`config.mk`:
```
export PLATFORM = sky130hd
export DESIGN_NAME = tbl_seq
export DESIGN_NICKNAME = d
export VERILOG_FILES = /design/src/rtl/tbl_seq.sv
export SDC_FILE = /design/constraint.sdc
export NUM_CORES = 1
export LEC_CHECK = 0
export BUFFER_PORTS_ARGS = -buffer_cell sky130_fd_sc_hd__buf_4
export CAP_MARGIN = 20
export CORE_AREA = 4 4 193 195
export CTS_BUF_LIST = sky130_fd_sc_hd__clkbuf_16
export CTS_CLUSTER_SIZE = 24
export DETAILED_ROUTE_END_ITERATION = 16
export DIE_AREA = 0 0 197 199
export GPL_TIMING_DRIVEN = 0
export HOLD_SLACK_MARGIN = 0.12
export PLACE_DENSITY = 0.39
export SLEW_MARGIN = 20
export SYNTH_ARGS = -nofsm -noshare
export SYNTH_HDL_FRONTEND = slang
export SYNTH_SLANG_ARGS = --single-unit
export TNS_END_PERCENT = 30
```
`constraint.sdc`:
```
create_clock -name clk -period 5.4 [get_ports clk]
set_clock_uncertainty 0.05 [all_clocks]
set_input_delay 0.54 -clock clk [delete_from_list [all_inputs] [get_ports clk]]
set_output_delay 0.54 -clock clk [all_outputs]
set_load 0.005 [all_outputs]
```
`src/rtl/tbl_seq.sv`:
```
`default_nettype none
// ============================================================================
// Module   : tbl_seq
// Brief    : Fill sequencer and round-robin read arbiter for the math seed table.
//            Macro TBL_SEQ_AUTOFILL_EN: reset enters FILL instead of IDLE.
// Revision : 1.0
// ============================================================================
module tbl_seq #(
  parameter int NREQ = 2,
  parameter int DW   = 68,
  parameter int NENT = 256
) (
  input  logic                 clk,
  input  logic                 rst,
  input  logic                 refill,
  input  logic                 fill_valid,
  output logic                 fill_ready,
  input  logic [7:0]           fill_addr,
  input  logic [DW-1:0]        fill_data,
  output logic                 fill_done,
  input  logic [NREQ-1:0]      req_valid,
  output logic [NREQ-1:0]      req_ready,
  input  logic [NREQ*DW-1:0]   req_A,
  input  logic [NREQ*2-1:0]    req_xtra,
  output logic [NREQ-1:0]      rsp_valid,
  output logic [DW-1:0]        rsp_data,
  output logic [DW-1:0]        tbl_A,
  output logic [DW-1:0]        tbl_B,
  output logic [1:0]           tbl_xtra,
  output logic                 tbl_is_read,
  output logic                 tbl_is_write,
  input  logic [DW-1:0]        tbl_res
);

  localparam int RRW      = (NREQ > 1) ? $clog2(NREQ) : 1;
  localparam int CW       = 9;
  localparam int ADDR_LSB = 46;

  localparam logic [1:0] S_IDLE = 2'd0;
  localparam logic [1:0] S_FILL = 2'd1;
  localparam logic [1:0] S_RUN  = 2'd2;
`ifdef TBL_SEQ_AUTOFILL_EN
  localparam logic [1:0] S_RESET = S_FILL;
`else
  localparam logic [1:0] S_RESET = S_IDLE;
`endif

  logic [1:0]      r_state;
  logic [1:0]      w_next;
  logic [CW-1:0]   r_cnt;
  logic [RRW-1:0]  r_rr;
  logic [RRW-1:0]  w_gnt_idx;
  logic [NREQ-1:0] w_gnt;
  logic [NREQ-1:0] r_rsp_valid;
  logic [DW-1:0]   r_rsp_data;
  logic [DW-1:0]   w_sel_a;
  logic [DW-1:0]   w_fill_b;
  logic [1:0]      w_sel_x;
  logic            w_any;
  logic            w_arb_en;
  logic            w_accept;
  logic            w_last;

  function automatic logic [RRW-1:0] f_slot(input logic [RRW-1:0] base, input int ofs);
    int s;
    s = int'(base) + ofs;
    if (s >= NREQ) s = s - NREQ;
    return RRW'(s);
  endfunction

  assign w_accept = fill_valid && (r_state == S_FILL);
  assign w_last   = w_accept && !refill && (r_cnt == CW'(NENT - 1));
  // refill pre-empts any lookup in the same cycle
  assign w_arb_en = (r_state == S_RUN) && !refill;

  always_comb begin
    w_gnt     = '0;
    w_gnt_idx = '0;
    w_any     = 1'b0;
    for (int k = 0; k < NREQ; k++) begin
      if (w_arb_en && !w_any && req_valid[f_slot(r_rr, k)]) begin
        w_any     = 1'b1;
        w_gnt_idx = f_slot(r_rr, k);
      end
    end
    if (w_any) w_gnt[w_gnt_idx] = 1'b1;
  end

  always_comb begin
    w_sel_a = '0;
    w_sel_x = '0;
    for (int i = 0; i < NREQ; i++) begin
      if (w_gnt[i]) begin
        w_sel_a = req_A[i*DW +: DW];
        w_sel_x = req_xtra[i*2 +: 2];
      end
    end
  end

  always_comb begin
    w_fill_b = '0;
    w_fill_b[ADDR_LSB +: 8] = fill_addr;
  end

  // State register
  always_ff @(posedge clk) begin
    if (rst) r_state <= S_RESET;
    else     r_state <= w_next;
  end

  // Next-state logic
  always_comb begin
    w_next = r_state;
    case (r_state)
      S_IDLE:  if (refill) w_next = S_FILL;
      S_FILL:  if (w_last) w_next = S_RUN;
      S_RUN:   if (refill) w_next = S_FILL;
      default: w_next = S_RESET;
    endcase
  end

  // Output logic
  always_comb begin
    fill_ready   = 1'b0;
    fill_done    = 1'b0;
    req_ready    = '0;
    tbl_A        = '0;
    tbl_B        = '0;
    tbl_xtra     = '0;
    tbl_is_read  = 1'b0;
    tbl_is_write = 1'b0;
    case (r_state)
      S_FILL: begin
        fill_ready = 1'b1;
        if (w_accept) begin
          tbl_is_write = 1'b1;
          tbl_A        = fill_data;
          tbl_B        = w_fill_b;
        end
      end
      S_RUN: begin
        fill_done = 1'b1;
        req_ready = w_gnt;
        if (w_any) begin
          tbl_is_read = 1'b1;
          tbl_A       = w_sel_a;
          tbl_xtra    = w_sel_x;
        end
      end
      default: ;
    endcase
  end

  // Words written during a refill cycle are not counted toward completion
  always_ff @(posedge clk) begin
    if (rst)           r_cnt <= '0;
    else if (refill)   r_cnt <= '0;
    else if (w_accept) r_cnt <= r_cnt + 1'b1;
  end

  always_ff @(posedge clk) begin
    if (rst)        r_rr <= '0;
    else if (w_any) r_rr <= f_slot(w_gnt_idx, 1);
  end

  always_ff @(posedge clk) begin
    if (rst) begin
      r_rsp_valid <= '0;
      r_rsp_data  <= '0;
    end else begin
      r_rsp_valid <= w_gnt;
      if (w_any) r_rsp_data <= tbl_res;
    end
  end

  assign rsp_valid = r_rsp_valid;
  assign rsp_data  = r_rsp_data;

endmodule
`default_nettype wire

```
==> results.py, run 1 <==
metrics = {
    "placement": {
        "portBuffers": 442,
        "hpwl_um": 31400,
        "placed_area_um2": 10300,
        "dp_cells": 1844,
        "place_congestion": 0.817,
    },
    "layout": {
        "design_area_um2": 10600,
        "utilization_pct": 29.9,
        "syn2layout_area_growth_pct": 71.2,
        "fill_cells": 3956,
        "nets": 1690,
        "final_cell_count_no_fill": 1861,
        "drive_gt1_share_pct": 41.0,
    },
    "worst_hold_path": {
        "hp-class": "in -> reg",
    },
    "yosys": {
        "ys_types": 37,
        "syn-cell-area_um2": 6180,
        "synth_edf_count": 0,
        "synthFlopType": "dfxtp_1",
        "synth_seq_cells": 82,
        "yosys_warnings": 0,
        "yosysSeqAreaShare_pct": 26.6,
        "synthTopCellsByArea": "dfxtp_1 27%, nand4_1 14%, o211ai_1 8.3%, buf_4 7.8%, and2_1 6.9%",
        "synth_area_leader_cell": "dfxtp_1",
        "synth_most_common_cell": "nand4_1",
        "synthArstFlopShare_pct": 0,
        "synth.top_cell.area_share_pct": 26.6,
        "yosys-top-cells-count": "138 x nand4_1, 82 x dfxtp_1, 79 x a21oi_1, 74 x nand3_1, 73 x nand2_1",
        "synthCells": 882,
        "syn_avg_cell_area_um2": 7.00,
    },
    "critical_path": {
        "crit_chain": "inv_1, ha_1, buf_2, clkbuf_1, buf_2, nand4_1, o211ai_1, buf_4",
        "cp_common_cell": "buf_2",
        "critPathTopFamily": "buffers and inverters",
        "cp-end-kind": "output pin",
        "arrival_ps": 2710,
        "cp.required_ps": 4810,
        "crit_path_start_kind": "register",
        "max_stage_delay_ps": 440,
        "crit_buf_inv": 5,
        "crit_slowest_cell": "clkbuf_1",
        "crit_type": "reg -> out",
        "worstPathMaxFanout": 10,
    },
    "pwr": {
        "vdd_drop_max_v": 0.000146,
        "p_total_mw": 1.87,
        "p_leak_nw": 4.61,
        "cellPowerDensity_nw_per_um2": 177,
    },
    "clocking": {
        "cts_resized": 0,
        "cts.sinks": 82,
        "cts-root-buf": "clkbuf_16",
        "clock_latency_ps": 340,
        "clk_pin_slew_worst_paths_ps": 60,
        "cts_tree": "built",
        "postCtsSetupBuffers": 0,
        "cts_max_level": 3,
        "cts_hold_buf": 0,
        "clk_path_buf_depth": 2,
        "cts_buffers": 9,
    },
    "sta": {
        "fin_crit_sh_pct": 61.1,
        "tightestPinTransition_ps": 836,
        "rsz0062_at_grt": "no",
        "setup_viol": 0,
        "drv_slew": 0,
        "tns_ps": 0,
        "fmax_mhz": 303,
        "max_slew_margin_pct": 44.2,
        "finalCriticalPeriod_ps": 3300,
        "hold_viol": 0,
    },
    "outcome": {
        "status": "finished clean",
    },
    "routing": {
        "dr.pass1.iters": 5,
        "wl_per_cell_um": 20.8,
        "drc_errors": 0,
        "dr.first_iter.drc_count": 355,
        "viasPerCell": 4.53,
        "routed_wirelength_um": 38700,
        "ant_nets": 0,
        "vias": 8431,
    },
    "global_routing": {
        "grt.total_usage_pct": 18.3,
        "grt_overflow_total": 0,
        "grt_pass1_vias": 8441,
        "grt_pass1_wl_um": 54800,
        "grt_max_degree": 13,
        "grt_antenna_before_repair": 1,
    },
    "floorplan": {
        "fp.dieW_um": 197,
        "fp-row-count": 69,
        "initial_core_util_pct": 17.5,
        "die_h_um": 199,
        "die-area_um2": 39200,
        "core_um2": 35400,
        "num_io_pins": 504,
    },
    "flow_run": {
        "max-cap-violations": 0,
    },
}
## sequential cells by signal (all words and copies together), names as in the netlist
register	cells
rsp_data	68
rsp_valid	2
r_state	2
r_rr	1
r_cnt	9
## cell usage in the layout, fill, tap and decap left out, types with 2 or more instances in the layout
master       n
inv_1        8
nand3_1     74
nand3b_1     2
or3_1        3
clkbuf_2     2
clkinv_1     4
or4_1        2
nand4_1    138
nand2b_1     2
o211ai_1    68
and2_1      68
ha_1         6
o31ai_1      2
nand2_1     73
and3_1       9
clkbuf_16    9
nor3_1       4
conb_1      60
nor2b_1      2
clkbuf_1    52
a21oi_1     79
buf_2       50
buf_4      506
o21ai_1     10
o21ai_0     64
nor2_1       7
dfxtp_1     82
## final cells by class
cell class,count,area [um2],area share [%]
repair buffers,442,3320,31.4
inverters,6,22.5,0.213
well taps,461,577,5.45
diodes,1,2.50,0.0237
plain buffers,169,940,8.89
multi-input cells,684,3790,35.9
clock inverters,7,52.6,0.497
clock buffers,9,225,2.13
flip-flops and latches,82,1640,15.5
## routing by layer
layer,global-route usage (%),up-vias,wire length (um)
met5,0,-,0
met1,22.8,3940,16100
met2,32.6,318,19600
met3,4.44,30,2590
li1,-,4143,-
met4,3.18,0,496
## worst reg2reg max path, stage by stage (launching register included)
cell	delay [ps]
dfxtp_1	320
inv_1	100
ha_1	310
nand3b_1	200
nor2_2	550
buf_2	390
nor3_1	80
## through the flow
step	worst slack [ps]	hold WS, ps
5_1_grt	1870	390
3_5_place_dp	2250	417
4_1_cts	2040	389
2_1_floorplan	3280	402
3_3_place_gp	2230	413
6_report	2100	408
## path summary, 6_finish.rpt
kind         cells after the start                      start                         to  slack, ps
min reg2reg                      2  rsp_data[48]$_SDFFE_PP0N_  rsp_data[48]$_SDFFE_PP0N_        420
max                              8    r_state[1]$_SDFFE_PP0P_                   tbl_A[9]       2100
min                              3                tbl_res[10]  rsp_data[10]$_SDFFE_PP0N_        410
max reg2reg                      6    r_state[0]$_SDFFE_PP0P_          r_rr$_SDFFE_PP0N_       3260
## where the power goes
part	switching (mW)	internal, mW
registers	0.00289	0.609
logic	0.349	0.313
clock network	0.249	0.349
total	0.602	1.27
## logic make-up (layout without fill, tap and decap cells)
| kind of cell | Yosys count | after routing | share of synthesized area, % |
|---|---|---|---|
| adder cells (fa/ha/maj) | 6 | 6 | 1.22 |
| XOR/XNOR | 2 | 2 | 0.284 |
| multiplexers | 1 | 1 | 0.182 |
| flip-flops | 82 | 82 | 26.6 |
| other | 1 | 61 | 0.0607 |
| AND/OR/NAND/NOR | 390 | 390 | 34.9 |
| AO/OA/AOI/OAI | 225 | 225 | 21.2 |
| buffers and inverters | 175 | 633 | 15.6 |
Note: power is estimated with default switching activity, not from simulation.
==> run 2, diff against run 1 <==
- ABC_AREA: unset -> 1
- CORE_AREA: 4 4 193 195 -> 4 4 195 197
- DIE_AREA: 0 0 197 199 -> 0 0 199 201
- clock period: 5.4 -> 3 ns (I/O delays scaled with it)
==> results.py, run 2 <==
metrics = {
    "outcome": {
        "status": "finished clean",
    },
    "global_routing": {
        "grt_max_degree": 13,
        "grt_pass1_vias": 7915,
        "grt.total_usage_pct": 15.6,
        "grt_pass1_wl_um": 48600,
        "grt_overflow_total": 0,
        "grt_antenna_before_repair": 0,
    },
    "critical_path": {
        "cp-end-kind": "output pin",
        "crit_path_start_kind": "register",
        "crit_slowest_cell": "buf_1",
        "rr_startpoint": "r_state[0]$_SDFFE_PP0P_",
        "max_stage_delay_ps": 420,
        "r2r_setup_slack_ps": 1090,
        "cp.required_ps": 2650,
        "crit_chain": "inv_1, ha_1, buf_2, buf_2, buf_1, nand2_1, inv_1, buf_4",
        "rr_worst_depth": 8,
        "r2r_end": "rsp_data[19]$_SDFFE_PP0N_",
        "worstPathMaxFanout": 10,
        "arrival_ps": 2380,
        "crit_type": "reg -> out",
        "critPathLaunch": "r_state[0]$_SDFFE_PP0P_",
    },
    "clocking": {
        "cts-root-buf": "clkbuf_16",
        "cts_resized": 0,
        "cts_tree": "built",
        "cts.sinks": 82,
        "clk_path_buf_depth": 2,
        "clock_latency_ps": 350,
        "cts_max_level": 3,
        "cts_buffers": 9,
        "clk_pin_slew_worst_paths_ps": 70,
    },
    "routing": {
        "vias": 7954,
        "routed_wirelength_um": 33700,
        "wl_per_cell_um": 17.4,
        "viasPerCell": 4.12,
        "drc_errors": 0,
        "dr.first_iter.drc_count": 339,
        "dr.pass1.iters": 5,
        "ant_nets": 0,
    },
    "pwr": {
        "switchingPower_mw": 1.93,
        "seq_power_share_pct": 27.6,
        "p_int_mw": 2.86,
        "p_comb_share_pct": 51.7,
        "p_clk_share_pct": 20.8,
        "vdd_drop_max_v": 0.000292,
        "cellPowerDensity_nw_per_um2": 462,
        "p_leak_nw": 5.60,
        "switching_share_pct": 40.2,
    },
    "layout": {
        "num_antenna_cells": 0,
        "nets": 1757,
        "syn2layout_area_growth_pct": 74.3,
        "largest_register_ffs": 68,
        "drive_gt1_share_pct": 39.8,
        "design_area_um2": 10400,
        "layout.cells.most_common_list": "510 x buf_4, 162 x nor2_1, 154 x nand2_1",
        "final_common_cell": "buf_4",
    },
    "worst_hold_path": {
        "hold_depth": 3,
        "hold_end": "rsp_data[57]$_SDFFE_PP0N_",
        "worstHoldStart": "tbl_res[57]",
        "hp-class": "in -> reg",
    },
    "sta": {
        "rsz0062_at_grt": "no",
        "tns_ps": 0,
        "drv_slew": 0,
        "finalCriticalPeriod_ps": 2730,
        "tightestPinTransition_ps": 523,
        "fin_crit_sh_pct": 91.1,
        "setup_viol": 0,
        "hold_viol": 0,
        "fmax_mhz": 366,
        "max_slew_margin_pct": 65.2,
    },
    "yosys": {
        "synth_area_leader_cell": "dfxtp_1",
        "ys_types": 25,
        "synth_seq_cells": 82,
        "synthCells": 945,
        "synthFlopType": "dfxtp_1",
        "synth_most_common_cell": "nor2_1",
        "synthArstFlopShare_pct": 0,
        "synth.top_cell.area_share_pct": 27.6,
        "yosys-top-cells-count": "162 x nor2_1, 154 x nand2_1, 137 x nand4_1, 90 x inv_1, 82 x dfxtp_1",
        "yosys_warnings": 0,
        "syn-cell-area_um2": 5940,
        "synth_edf_count": 0,
        "synthTopCellsByArea": "dfxtp_1 28%, nand4_1 14%, nor2_1 10%, nand2_1 9.7%, buf_4 8.6%",
        "syn_avg_cell_area_um2": 6.29,
        "yosysSeqAreaShare_pct": 27.6,
    },
    "placement": {
        "portBuffers": 442,
        "place_congestion": 0.821,
        "placed_area_um2": 10100,
        "hpwl_um": 28200,
    },
    "floorplan": {
        "core_um2": 36300,
        "initial_core_util_pct": 16.4,
        "die_h_um": 201,
        "num_io_pins": 504,
        "fp-row-count": 70,
        "fp.dieW_um": 199,
        "die-area_um2": 40000,
    },
    "flow_run": {
        "max-cap-violations": 0,
    },
}
-- run 2: cell count changes after synthesis, sizes merged, moves of 3 or more --
cell	delta
o211ai	-68
nor3	-3
nand2	+86
nor2	+154
o21ai	+3
a21oi	-72
clkbuf	-30
inv	+91
or3	-3
and3	-9
and2	-68
-- run 2: cells by family after synthesis --
logic type | count (synthesis) | synth area share [%]
other | 1 | 0.0631
DFF | 82 | 27.6
AOI/OAI and AO/OA | 85 | 7.20
adders and majority gates | 6 | 1.26
and+or+nand+nor | 533 | 41.5
buffers and inverters | 238 | 22.3
-- run 2: routing by layer --
layer | GRT usage, % | share of wire (%) | routed length [um]
met1 | 18.4 | 40 | 13400
met2 | 27.4 | 49 | 16500
met3 | 5.34 | 9.9 | 3350
met4 | 3.27 | 1.3 | 430
met5 | 0 | 0 | 0
-- run 2: stage by stage --
| stage | hold WS [ps] | power (mW) | worst slack (ps) | utilization, % | instances |
|---|---|---|---|---|---|
| after floorplan | 319 | 2.58 | 1280 | - | 1004 |
| after global placement | 401 | 3.86 | 556 | 27.8 | 1914 |
| after detailed placement | 406 | 3.85 | 568 | 27.8 | 1914 |
| after CTS | 120 | 4.88 | 172 | 28.6 | 1931 |
| after global routing | 139 | 5.18 | 38.8 | 28.6 | 1931 |
| final | 137 | 4.79 | 267 | 28.6 | 1931 |
-- run 2: worst max-delay path by stage --
stage / to / slack [ps] / cells past startpoint
after floorplan: tbl_A[0] / 1280 / 10
after global placement: tbl_A[56] / 560 / 8
after detailed placement: tbl_A[56] / 570 / 8
after CTS: tbl_A[56] / 170 / 8
after global routing: tbl_A[56] / 40 / 8
final: tbl_A[47] / 270 / 8
-- run 2: repair_timing --
item	CTS	global route
buffers inserted	0	0
setup endpoints to repair	0	0
hold buffers	4	0
endpoints found under the hold margin	6	0
-- run 2: area by class of cell --
cell class / count / area (um2)
Fill cell: 4166 / 25900
Timing Repair Buffer: 446 / 3360
Multi-Input combinational cell: 684 / 3200
Sequential cell: 82 / 1640
Buffer: 141 / 961
Tap cell: 468 / 586
Inverter: 97 / 364
Clock buffer: 9 / 225
Clock inverter: 4 / 22.5
-- run 2: critical path, delay by kind of cell (launching register included) --
family,cells,cell delay [ps]
flops,1,360
simple gates,1,100
buf+inv,6,1290
fa+ha+maj,1,280
-- run 2: power groups by stage --
stage | sequential (mW) | clock [mW] | combinational [mW]
2_1_floorplan | 1.34 | 0 | 1.24
3_3_place_gp | 1.34 | 0 | 2.53
3_5_place_dp | 1.34 | 0 | 2.50
4_1_cts | 1.32 | 1.04 | 2.51
5_1_grt | 1.34 | 1.08 | 2.76
6_report | 1.32 | 0.994 | 2.47
==> run 3, diff against run 2 <==
- CORE_AREA: 4 4 195 197 -> 4 4 194 196
- DIE_AREA: 0 0 199 201 -> 0 0 198 200
- PLACE_DENSITY: 0.39 -> 0.4
==> results.py, run 3 (synthesized netlist as in run 2, its figures left out) <==
metrics = {
    "global_routing": {
        "grt_busiest_layer": "met2",
        "grt.total_usage_pct": 15.4,
        "grtUsageMet2_pct": 26.6,
        "met3_usage_pct": 5.30,
        "global_route.usage.met1_pct": 18.4,
        "grt_antenna_before_repair": 0,
        "grt_pass1_vias": 7811,
        "grt_overflow_total": 0,
        "grt_max_degree": 15,
        "grt_pass1_wl_um": 47600,
    },
    "floorplan": {
        "die-area_um2": 39600,
        "die_h_um": 200,
        "fp-row-count": 70,
        "core_um2": 36100,
        "initial_core_util_pct": 16.5,
        "fp.dieW_um": 198,
        "num_io_pins": 504,
    },
    "routing": {
        "wl_per_cell_um": 17.1,
        "dr.pass1.iters": 4,
        "viasPerCell": 4.11,
        "vias": 7968,
        "drc_errors": 0,
        "routed_wirelength_um": 33200,
        "ant_nets": 0,
        "dr.first_iter.drc_count": 311,
    },
    "critical_path": {
        "r2r_setup_slack_ps": 1090,
        "worstPathMaxFanout": 10,
        "cp-end-kind": "output pin",
        "cp.required_ps": 2650,
        "r2r_end": "rsp_data[43]$_SDFFE_PP0N_",
        "rr_startpoint": "r_state[0]$_SDFFE_PP0P_",
        "crit_path_start_kind": "register",
        "arrival_ps": 2300,
        "rr_worst_depth": 8,
        "crit_type": "reg -> out",
    },
    "sta": {
        "fin_crit_sh_pct": 88.2,
        "tightestPinTransition_ps": 563,
        "finalCriticalPeriod_ps": 2650,
        "max_slew_margin_pct": 62.5,
        "drv_slew": 0,
        "tns_ps": 0,
        "whs_ps": 143,
        "setup_viol": 0,
        "hold_viol": 0,
        "fmax_mhz": 378,
        "rsz0062_at_grt": "no",
    },
    "pwr": {
        "vdd_drop_max_v": 0.000315,
        "p_total_mw": 5.01,
        "p_leak_nw": 5.66,
        "cellPowerDensity_nw_per_um2": 478,
    },
    "clocking": {
        "cts-root-buf": "clkbuf_16",
        "clk_pin_slew_worst_paths_ps": 70,
        "cts.sinks": 82,
        "cts_buffers": 9,
        "cts_tree": "built",
        "clk_path_buf_depth": 2,
        "cts_max_level": 3,
        "clock_latency_ps": 350,
    },
    "layout": {
        "nets": 1762,
        "design_area_um2": 10500,
        "largest_register_ffs": 68,
        "utilization_pct": 29.0,
        "num_antenna_cells": 0,
        "multi_input_area_um2": 3200,
        "drive_gt1_share_pct": 39.8,
        "syn2layout_area_growth_pct": 76.3,
        "fill_cells": 4114,
        "layout.cells.most_common_list": "510 x buf_4, 162 x nor2_1, 154 x nand2_1",
        "seq_area_um2": 1640,
        "final_common_cell": "buf_4",
    },
    "worst_hold_path": {
        "hp-class": "in -> reg",
        "worstHoldStart": "tbl_res[63]",
        "hold_depth": 3,
        "hold_end": "rsp_data[63]$_SDFFE_PP0N_",
    },
    "flow_run": {
        "max-cap-violations": 0,
    },
    "outcome": {
        "status": "finished clean",
    },
    "placement": {
        "hpwl_um": 27800,
        "placed_area_um2": 10100,
        "place_congestion": 0.849,
        "portBuffers": 442,
    },
}
-- run 3: metrics by stage --
| step | cells | setup slack, ps |
|---|---|---|
| after floorplan | 1004 | 1280 |
| after global placement | 1914 | 615 |
| after detailed placement | 1914 | 639 |
| after CTS | 1939 | 242 |
| after global routing | 1939 | 95.1 |
| final | 1939 | 353 |
-- run 3: report_power, final --
group          leakage, nW  switching [mW]  internal [mW]
Clock                0.157           0.483          0.729
Combinational         4.83            1.39           1.09
Sequential           0.664          0.0830           1.24
-- run 3: layout make-up --
type	instances	area share, %
Clock inverter	7	0.896
Buffer	141	9.17
Clock buffer	9	2.15
Sequential cell	82	15.7
Multi-Input combinational cell	684	30.5
Tap cell	468	5.59
Inverter	97	3.48
Timing Repair Buffer	451	32.5
-- run 3: repair_timing --
item | CTS | global route
hold buffers | 9 | 0
endpoints found under the hold margin | 11 | 0
resized for setup | 0 | 0
buffers inserted | 0 | 0
-- run 3: routing by layer --
metal	wire length, um	up-vias
li1	-	4039
met1	13100	3564
met2	16200	337
met3	3330	28
met4	612	0
met5	0	-
-- run 3: worst max-delay path: stages (launching register included) --
cell and delay (ps):
dfxtp_1 360, inv_1 90, ha_1 270, buf_2 180, buf_2 270, buf_1 430
nand2_1 140, inv_1 80, buf_4 120
-- run 3: worst max-delay path by stage --
| stage | startpoint | to | slack (ps) |
|---|---|---|---|
| 2_1_floorplan | r_state[0]$_SDFFE_PP0P_ | tbl_A[0] | 1280 |
| 3_3_place_gp | r_state[0]$_SDFFE_PP0P_ | tbl_A[64] | 620 |
| 3_5_place_dp | r_state[0]$_SDFFE_PP0P_ | tbl_A[64] | 640 |
| 4_1_cts | r_state[0]$_SDFFE_PP0P_ | tbl_xtra[1] | 240 |
| 5_1_grt | r_state[0]$_SDFFE_PP0P_ | tbl_A[49] | 100 |
| 6_report | r_state[0]$_SDFFE_PP0P_ | tbl_A[63] | 350 |
